===== src/rtl/clk_div_pkg.sv =====
// Shared constants and helpers for the programmable clock divider bank.
package clk_div_pkg;

  // Default counter width and reset half-period for a 50 MHz board
  // (a 1 Hz square wave).
  localparam int CW_DEFAULT           = 27;
  localparam int DEFAULT_HALF_DEFAULT = 25000000;

  // A programmed half-period of zero behaves like one, so a channel can
  // never stall.
  function automatic logic [31:0] eff_half(input logic [31:0] half);
    return (half == 32'd0) ? 32'd1 : half;
  endfunction

endpackage


===== src/rtl/clk_div_ch.sv =====
// One divider channel: half-period counter, active and pending half-period,
// registered square-wave and tick outputs.
//
// Reconfiguration: a written value waits in pend_half until the channel
// reaches a half-period boundary, a sync, or a disabled edge. The live
// half-period therefore never changes mid-half-period, and no runt pulses
// occur. While pending is high the top refuses further writes, so wr only
// arrives with pending low.
module clk_div_ch
  import clk_div_pkg::*;
#(
  parameter int CW           = CW_DEFAULT,
  parameter int DEFAULT_HALF = DEFAULT_HALF_DEFAULT
) (
  input  logic          clki,
  input  logic          rst,
  input  logic          en,
  input  logic          sync,
  input  logic          wr,
  input  logic [CW-1:0] wr_half,
  output logic          clk_out,
  output logic          tick,
  output logic          pending
);

  logic [CW-1:0] cnt;
  logic [CW-1:0] half;
  logic [CW-1:0] pend_half;
  logic [CW-1:0] heff;
  logic          boundary;

  // Effective half-period and the end-of-half-period detect.
  always_comb begin
    heff     = CW'(eff_half(32'(half)));
    boundary = (cnt == (heff - CW'(1)));
  end

  // Channel state. Priority: rst > sync > disabled > boundary > count.
  // A write is recorded last, so it also lands on a cycle that applies or
  // clears an older pending value.
  always_ff @(posedge clki) begin
    if (rst) begin
      cnt       <= '0;
      half      <= CW'(DEFAULT_HALF);
      pend_half <= CW'(DEFAULT_HALF);
      pending   <= 1'b0;
      clk_out   <= 1'b0;
      tick      <= 1'b0;
    end else begin
      if (sync || !en) begin
        cnt     <= '0;
        clk_out <= 1'b0;
        tick    <= 1'b0;
        if (pending) begin
          half    <= pend_half;
          pending <= 1'b0;
        end
      end else if (boundary) begin
        cnt     <= '0;
        clk_out <= ~clk_out;
        tick    <= 1'b1;
        if (pending) begin
          half    <= pend_half;
          pending <= 1'b0;
        end
      end else begin
        cnt  <= cnt + CW'(1);
        tick <= 1'b0;
      end
      if (wr) begin
        pend_half <= wr_half;
        pending   <= 1'b1;
      end
    end
  end

endmodule


===== src/rtl/clk_div_bank.sv =====
// Bank of NCH independently programmable clock dividers sharing one
// configuration port and one phase-alignment sync pulse.
//
// Config handshake: a transfer happens on a posedge where cfg_valid and
// cfg_ready are both high. cfg_ready is combinational from cfg_ch. It is low
// while the addressed channel holds an unapplied value. A cfg_ch beyond the
// last channel is always ready and the write is dropped. cfg_valid may be
// held across ready-low cycles without losing or duplicating the request.
module clk_div_bank
  import clk_div_pkg::*;
#(
  parameter int NCH          = 4,
  parameter int CW           = CW_DEFAULT,
  parameter int DEFAULT_HALF = DEFAULT_HALF_DEFAULT,
  localparam int CHW         = (NCH > 1) ? $clog2(NCH) : 1
) (
  input  logic           clki,
  input  logic           rst,
  input  logic [NCH-1:0] en,
  input  logic           sync,
  input  logic           cfg_valid,
  input  logic [CHW-1:0] cfg_ch,
  input  logic [CW-1:0]  cfg_half,
  output logic           cfg_ready,
  output logic [NCH-1:0] clk_out,
  output logic [NCH-1:0] tick
);

  logic [NCH-1:0] pending;
  logic [NCH-1:0] wr;

  // Ready mux: an unmatched (out-of-range) channel number stays ready.
  always_comb begin
    cfg_ready = 1'b1;
    for (int i = 0; i < NCH; i++) begin
      if (cfg_ch == CHW'(i)) cfg_ready = !pending[i];
    end
  end

  // Channel decode to per-channel write strobes, plus the channel array.
  for (genvar g = 0; g < NCH; g++) begin : g_ch
    assign wr[g] = cfg_valid && cfg_ready && (cfg_ch == CHW'(g));

    clk_div_ch #(
      .CW           (CW),
      .DEFAULT_HALF (DEFAULT_HALF)
    ) u_ch (
      .clki    (clki),
      .rst     (rst),
      .en      (en[g]),
      .sync    (sync),
      .wr      (wr[g]),
      .wr_half (cfg_half),
      .clk_out (clk_out[g]),
      .tick    (tick[g]),
      .pending (pending[g])
    );
  end

endmodule


===== config.mk =====
export PLATFORM = sky130hd
export DESIGN_NAME = clk_div_bank
export DESIGN_NICKNAME = d
export VERILOG_FILES = /design/src/rtl/clk_div_pkg.sv /design/src/rtl/clk_div_ch.sv /design/src/rtl/clk_div_bank.sv
export SDC_FILE = /design/constraint.sdc
export NUM_CORES = 1
export LEC_CHECK = 0
export ABC_AREA = 1
export CAP_MARGIN = 20
export CORE_ASPECT_RATIO = 0.8
export CORE_MARGIN = 2
export CORE_UTILIZATION = 58
export CTS_BUF_LIST = sky130_fd_sc_hd__clkbuf_4 sky130_fd_sc_hd__clkbuf_8
export DETAILED_ROUTE_END_ITERATION = 8
export GPL_TIMING_DRIVEN = 0
export PLACE_DENSITY_LB_ADDON = 0.15
export SYNTH_ARGS = -nofsm -noshare
export SYNTH_HDL_FRONTEND = slang
export SYNTH_SLANG_ARGS = --single-unit

===== constraint.sdc =====
create_clock -name clki -period 2.7 [get_ports clki]
set_input_delay 0.81 -clock clki [delete_from_list [all_inputs] [get_ports clki]]
set_output_delay 0.81 -clock clki [all_outputs]
set_load 0.01 [all_outputs]

* Word level (Yosys, flattened, before mapping)
Index checks and enable logic that the tools add are counted.
** Word-level totals
- Register bits :: 336
- Bits of input ports :: 37
- Output and inout bits :: 9
- Logic and storage cells :: 117
** Cells by class
- Add/subtract/negate cells :: 8
- Equal/unequal tests :: 7
- Multiplexer cells :: 36
- Bitwise logic cells :: 4
- Reduce and logical (&&, ||, !) cells :: 38
** Operators with widths (count)
- $mux 27 :: 16
- $add 27x1->27 const B :: 4
- $eq 27x27->1 :: 4
- $logic_not 27->1 :: 4
- $sub 27x1->27 const B :: 4
- $mux 1 :: 20
- $reduce_bool 3->1 :: 4
- $reduce_or 3->1 :: 4
- $logic_not 1->1 :: 8
- $reduce_bool 2->1 :: 4
- $reduce_or 2->1 :: 4
- $logic_and 1x1->1 :: 5
- $eq 2x2->1 const B :: 2
- $logic_or 1x1->1 :: 4
- $not 1->1 :: 4
- $eq 2x1->1 const B :: 1
- $logic_not 2->1 :: 1

* Depth between registers and ports, before layout
- Depth after elaboration :: 8
- Depth in mapped cells :: 26
- Depth with buffers taken out :: 24

* By module
Synthesis repeated with hierarchy kept, for this count alone.
** Unflattened totals
- Cell total of the unflattened synthesis :: 2726
- Area total of the unflattened synthesis :: 18501.5 µm²
** By module, submodules not included
- clk_div_ch at g_ch[0].u_ch ... :: instances 3, cells an instance 678, area an instance 4606.9 µm², sequential area each 1681.6 µm²
- clk_div_ch at g_ch[3].u_ch :: instances 1, cells an instance 675, area an instance 4600.7 µm², sequential area each 1681.6 µm²
- clk_div_bank :: instances 1, cells an instance 17, area an instance 80.1 µm², sequential area each 0.0 µm²

* Worst setup path before layout
OpenSTA, ideal clock, no wires.
- Path type :: register to register
- From :: register g_ch[0].u_ch.half[2]
- To :: register g_ch[0].u_ch.half[22]
- Setup time :: 0.134 ns
- Arrival time :: 2.780 ns
- Data required time :: 2.566 ns
- Path slack :: -0.214 ns
- Stages on the path, launching flop included :: 27
- Path buffers :: 3
- Clock period less this slack :: 2.914 ns
- Path through :: dfxtp_1 -> buf_2 -> nor2_1 -> nand2_1 -> nor2_1 -> nand2_1 -> nor2_1 -> nor2_1 -> buf_2 -> ha_1 -> nand3_1 -> nor2_2 -> inv_2 -> nor2_4 -> nand2_1 -> xor2_1 -> nand2_1 -> nand2_1 -> nor2_1 -> nand3_1 -> nor2_1 -> nand3_2 -> nand2_4 -> nand2_1 -> buf_2 -> nand2_1 -> nand3_1
** On the way
- Word-level cells in the longest chain between the ends :: 5
** RTL lines
- from (decl) :: RTL line clk_div_ch.sv:27 : logic [CW-1:0] half;
- from (signal assigned) :: RTL line clk_div_ch.sv:44 : half <= CW'(DEFAULT_HALF);
- from (signal assigned) :: RTL line clk_div_ch.sv:55 : half <= pend_half;
- from (signal assigned) :: RTL line clk_div_ch.sv:63 : half <= pend_half;
- $logic_not 27->1 :: RTL line clk_div_pkg.sv:12 : return (half == 32'd0) ? 32'd1 : half;
- $mux 27 * :: RTL line clk_div_pkg.sv:12
- $sub 27x1->27 * :: RTL line clk_div_ch.sv:35 : boundary = (cnt == (heff - CW'(1)));
- $eq 27x27->1 * :: RTL line clk_div_ch.sv:35
- $reduce_bool 2->1 (no line) *
Mark *: on every way between the ends. The rest lies on a longest branch, timed or not.
A chain may end at the register's enable or synchronous reset.

* Worst setup path after layout
- From :: register g_ch[3].u_ch.half[18]
- To :: register g_ch[3].u_ch.half[13]
** On the way
- Word-level cells in the longest chain between the ends :: 5
** RTL lines (RTL line)
- from (decl) :: clk_div_ch.sv:27
- from (signal assigned) :: clk_div_ch.sv:44
- from (signal assigned) :: clk_div_ch.sv:55
- from (signal assigned) :: clk_div_ch.sv:63
- $logic_not 27->1 :: clk_div_pkg.sv:12
- $mux 27 * :: clk_div_pkg.sv:12
- $sub 27x1->27 * :: clk_div_ch.sv:35
- $eq 27x27->1 * :: clk_div_ch.sv:35
- $reduce_bool 2->1 (no line) *
Marked as above.

==> reports/results.ini <==
[global_routing]
grt_antenna_before_repair = 0
grt_pass1_vias = 18329
grt.overflow.total = 0
use_met2_pct = 53.1
busiest_layer = met2
grt_use_total_pct = 34.3
grt_max_degree = 14
met1_usage_pct = 48.0
use_met3_pct = 7.54
grt_pass1_wl_microns = 91900

[route]
drtIter0Drc = 1908
vias = 19775
wire_per_inst_microns = 17.5
first_pass_iters = 6
drc = 0
avgViaCountPerCell = 5.63
detail-route-antenna-nets = 0
wirelength_microns = 61400

[sta]
relSlewSlack_pct = 4.20
timing.final.ws_setup_ps = -501
finalCriticalPeriod_ps = 3200
finalSetupViolations = 227
min_period_over_period_pct = 119
fin_worst_skew_ps = 22.8
hold_viol = 0
whs_ps = 456
slew_violations = 0
worst_pin_slew_ps = 1430
rsz0062_at_grt = true
clock.fmax_mhz = 312
setup_tns_ps = -84690

[placement]
portBuffers = 44
routabilityCongestion = 0.963
dpl_cell_area_sq_um = 19800
dpl_worst_slack_ps = -867
place_hpwl_microns = 40400
dp.cells = 3264

[worst_setup_path]
end_kind = flop
cp_num_buf_inv = 2
crit_family = simple AND/OR/NAND/NOR gates
worstPathArrival_ps = 3690
path_max_fanout = 6
crit_type = flop to flop
cpPeakStageDelay_ps = 340
reg2reg_depth = 21
crit_slowest_cell = dfxtp_2
crit_top_cell = nor2_2
cp.depth = 21
cp-start-kind = flop
path_cells = nor2_1 > and2_4 > nand2_4 > nor2_2 > nor2_2 > buf_6 > ha_4 > nand3_4 > nor3_4 > nand4_1 > xor2_2 > o21ai_1 > nor2_1 > nand2_1 > nor2_2 > nand3_4 > nand2_8 > nand2_8 > buf_8 > nand2_4 > nand3_2
cp.required_ps = 3190

[run]
cap_violations = 0

[hold_path]
hold_class = flop to flop
min_path_cells = 2

[logic_synthesis]
ys_ff_latch = 336
synth_fp_nets = 2845
synth_edf_count = 0
synth_cells = 2800
yosysSeqAreaShare_pct = 36.1
synth_area_per_cell_sq_um = 6.66
synthArstFlopShare_pct = 0
syn_area_sq_um = 18700
yosysWarnings = 0
synth.distinct_cells = 47
ys.flop_type = dfxtp_1

[clock_tree]
cts-root-buf = clkbuf_8
clock-sinks = 336
cts_buffer_depth = 3
holdBufCountCts = 0
clk_pin_slew_ps = 60
cts_tree = built
cts_buffers = 52
clk_latency_ps = 630
htree_levels = 2

[layout]
nets = 3104
stdcell_area_sq_um = 24800
seqCellArea_sq_um = 7050
fin_cells = 3514
multi_input_area_sq_um = 12100
drive_gt1_share_pct = 27.8
fillCellCount = 2266
mostFrequentLayoutCells = nand2_1 (539), inv_1 (318), nor2_1 (295)
final_util_pct = 78.6
layout_commonest_cell = nand2_1
area_growth_pct = 33.1

[floorplanning]
die_h_microns = 164
die_w_microns = 205
initial_utilization_pct = 59.1
die_area_sq_um = 33600
rows = 58
core-area_sq_um = 31600
ios = 46

[run_status]
violations = setup timing
status = finished, violations left

[power_and_ir_drop]
power_density_nw_per_um2 = 451
power.total_mw = 11.2
p_leak_nw = 9.81
vdd_ir_drop_max_v = 0.000460

-- final cells by class --
class	instances	area share, %
diodes	1	0.0101
plain buffers	107	3.01
clock buffers	83	4.15
clock inverters	5	0.222
inverters	339	5.16
multi-input cells	2015	48.6
flip-flops and latches	336	28.4
well taps	420	2.12
repair buffers	208	8.36
-- per-layer routing --
metal	vias up	part of all wire, %	wire length [microns]
met2	783	45	27500
met1	9387	43	26600
met4	0	2.1	1280
met3	123	9.9	6100
met5	-	0	0
li1	9482	-	-
-- worst paths after layout --
check	from	end	slack (ps)
setup / recovery	g_ch[3].u_ch.half[18]	g_ch[3].u_ch.half[13]	-500
hold / removal	g_ch[0].u_ch.pend_half[24]	g_ch[0].u_ch.pend_half[24]	460
setup reg to reg	g_ch[3].u_ch.half[18]	g_ch[3].u_ch.half[13]	-500
hold reg to reg	g_ch[0].u_ch.pend_half[24]	g_ch[0].u_ch.pend_half[24]	460
-- cells in the mapped netlist, drive strengths merged (6+ instances only) --
cell,instances,share of area [%]
xnor2,48,2.3
or2,13,0.44
a21oi,146,3.9
nor3,82,2.7
o21ai,91,2.4
dfxtp,336,36
nor3b,26,1.1
a31oi,10,0.34
nor4,21,1.0
ha,8,0.54
nand4,45,1.5
inv,338,6.8
buf,60,2.1
nor2,411,8.6
nand3,348,9.7
clkbuf,54,1.1
nand2,626,13
nand3b,6,0.24
xor2,116,5.4
-- flip-flops by register name (all words and copies together), names as in the netlist --
register / count
g_ch.u_ch.pend_half: 108
g_ch.u_ch.clk_out: 4
g_ch.u_ch.tick: 4
g_ch.u_ch.cnt: 108
g_ch.u_ch.half: 108
g_ch.u_ch.pending: 4
-- cells by family after synthesis --
logic type	share of synthesized area [%]
AOI/OAI and AO/OA	6.85
xor gates and xnor gates	8.30
adders and majority gates	0.537
buffers and inverters	9.99
DFF	36.1
and+or+nand+nor	38.3
-- report_power, final --
part / internal (mW) / switching (mW) / total (mW)
sequential: 5.05 / 0.113 / 5.17
clock: 2.49 / 2.08 / 4.56
combinational: 0.575 / 0.899 / 1.47
total: 8.12 / 3.09 / 11.2
-- worst reg2reg max path, stage by stage, from the launching register on --
cell and delay, ps:
dfxtp_2 340, nor2_1 70, and2_4 150, nand2_4 70
nor2_2 40, nor2_2 100, buf_6 120, ha_4 130
nand3_4 90, nor3_4 210, nand4_1 250, xor2_2 320
o21ai_1 110, nor2_1 90, nand2_1 70, nor2_2 140
nand3_4 190, nand2_8 190, nand2_8 90, buf_8 160
nand2_4 60, nand3_2 60
-- timing repair --
item / 4_1_cts / 5_1_grt
hold endpoints to repair: 0 / 0
pin swaps: 86 / 108
cloned: 19 / 7
endpoints found under the setup margin: 246 / 270
gates resized for setup: 434 / 314
setup buffers: 99 / 53
Note: power is estimated with default switching activity, not from simulation.
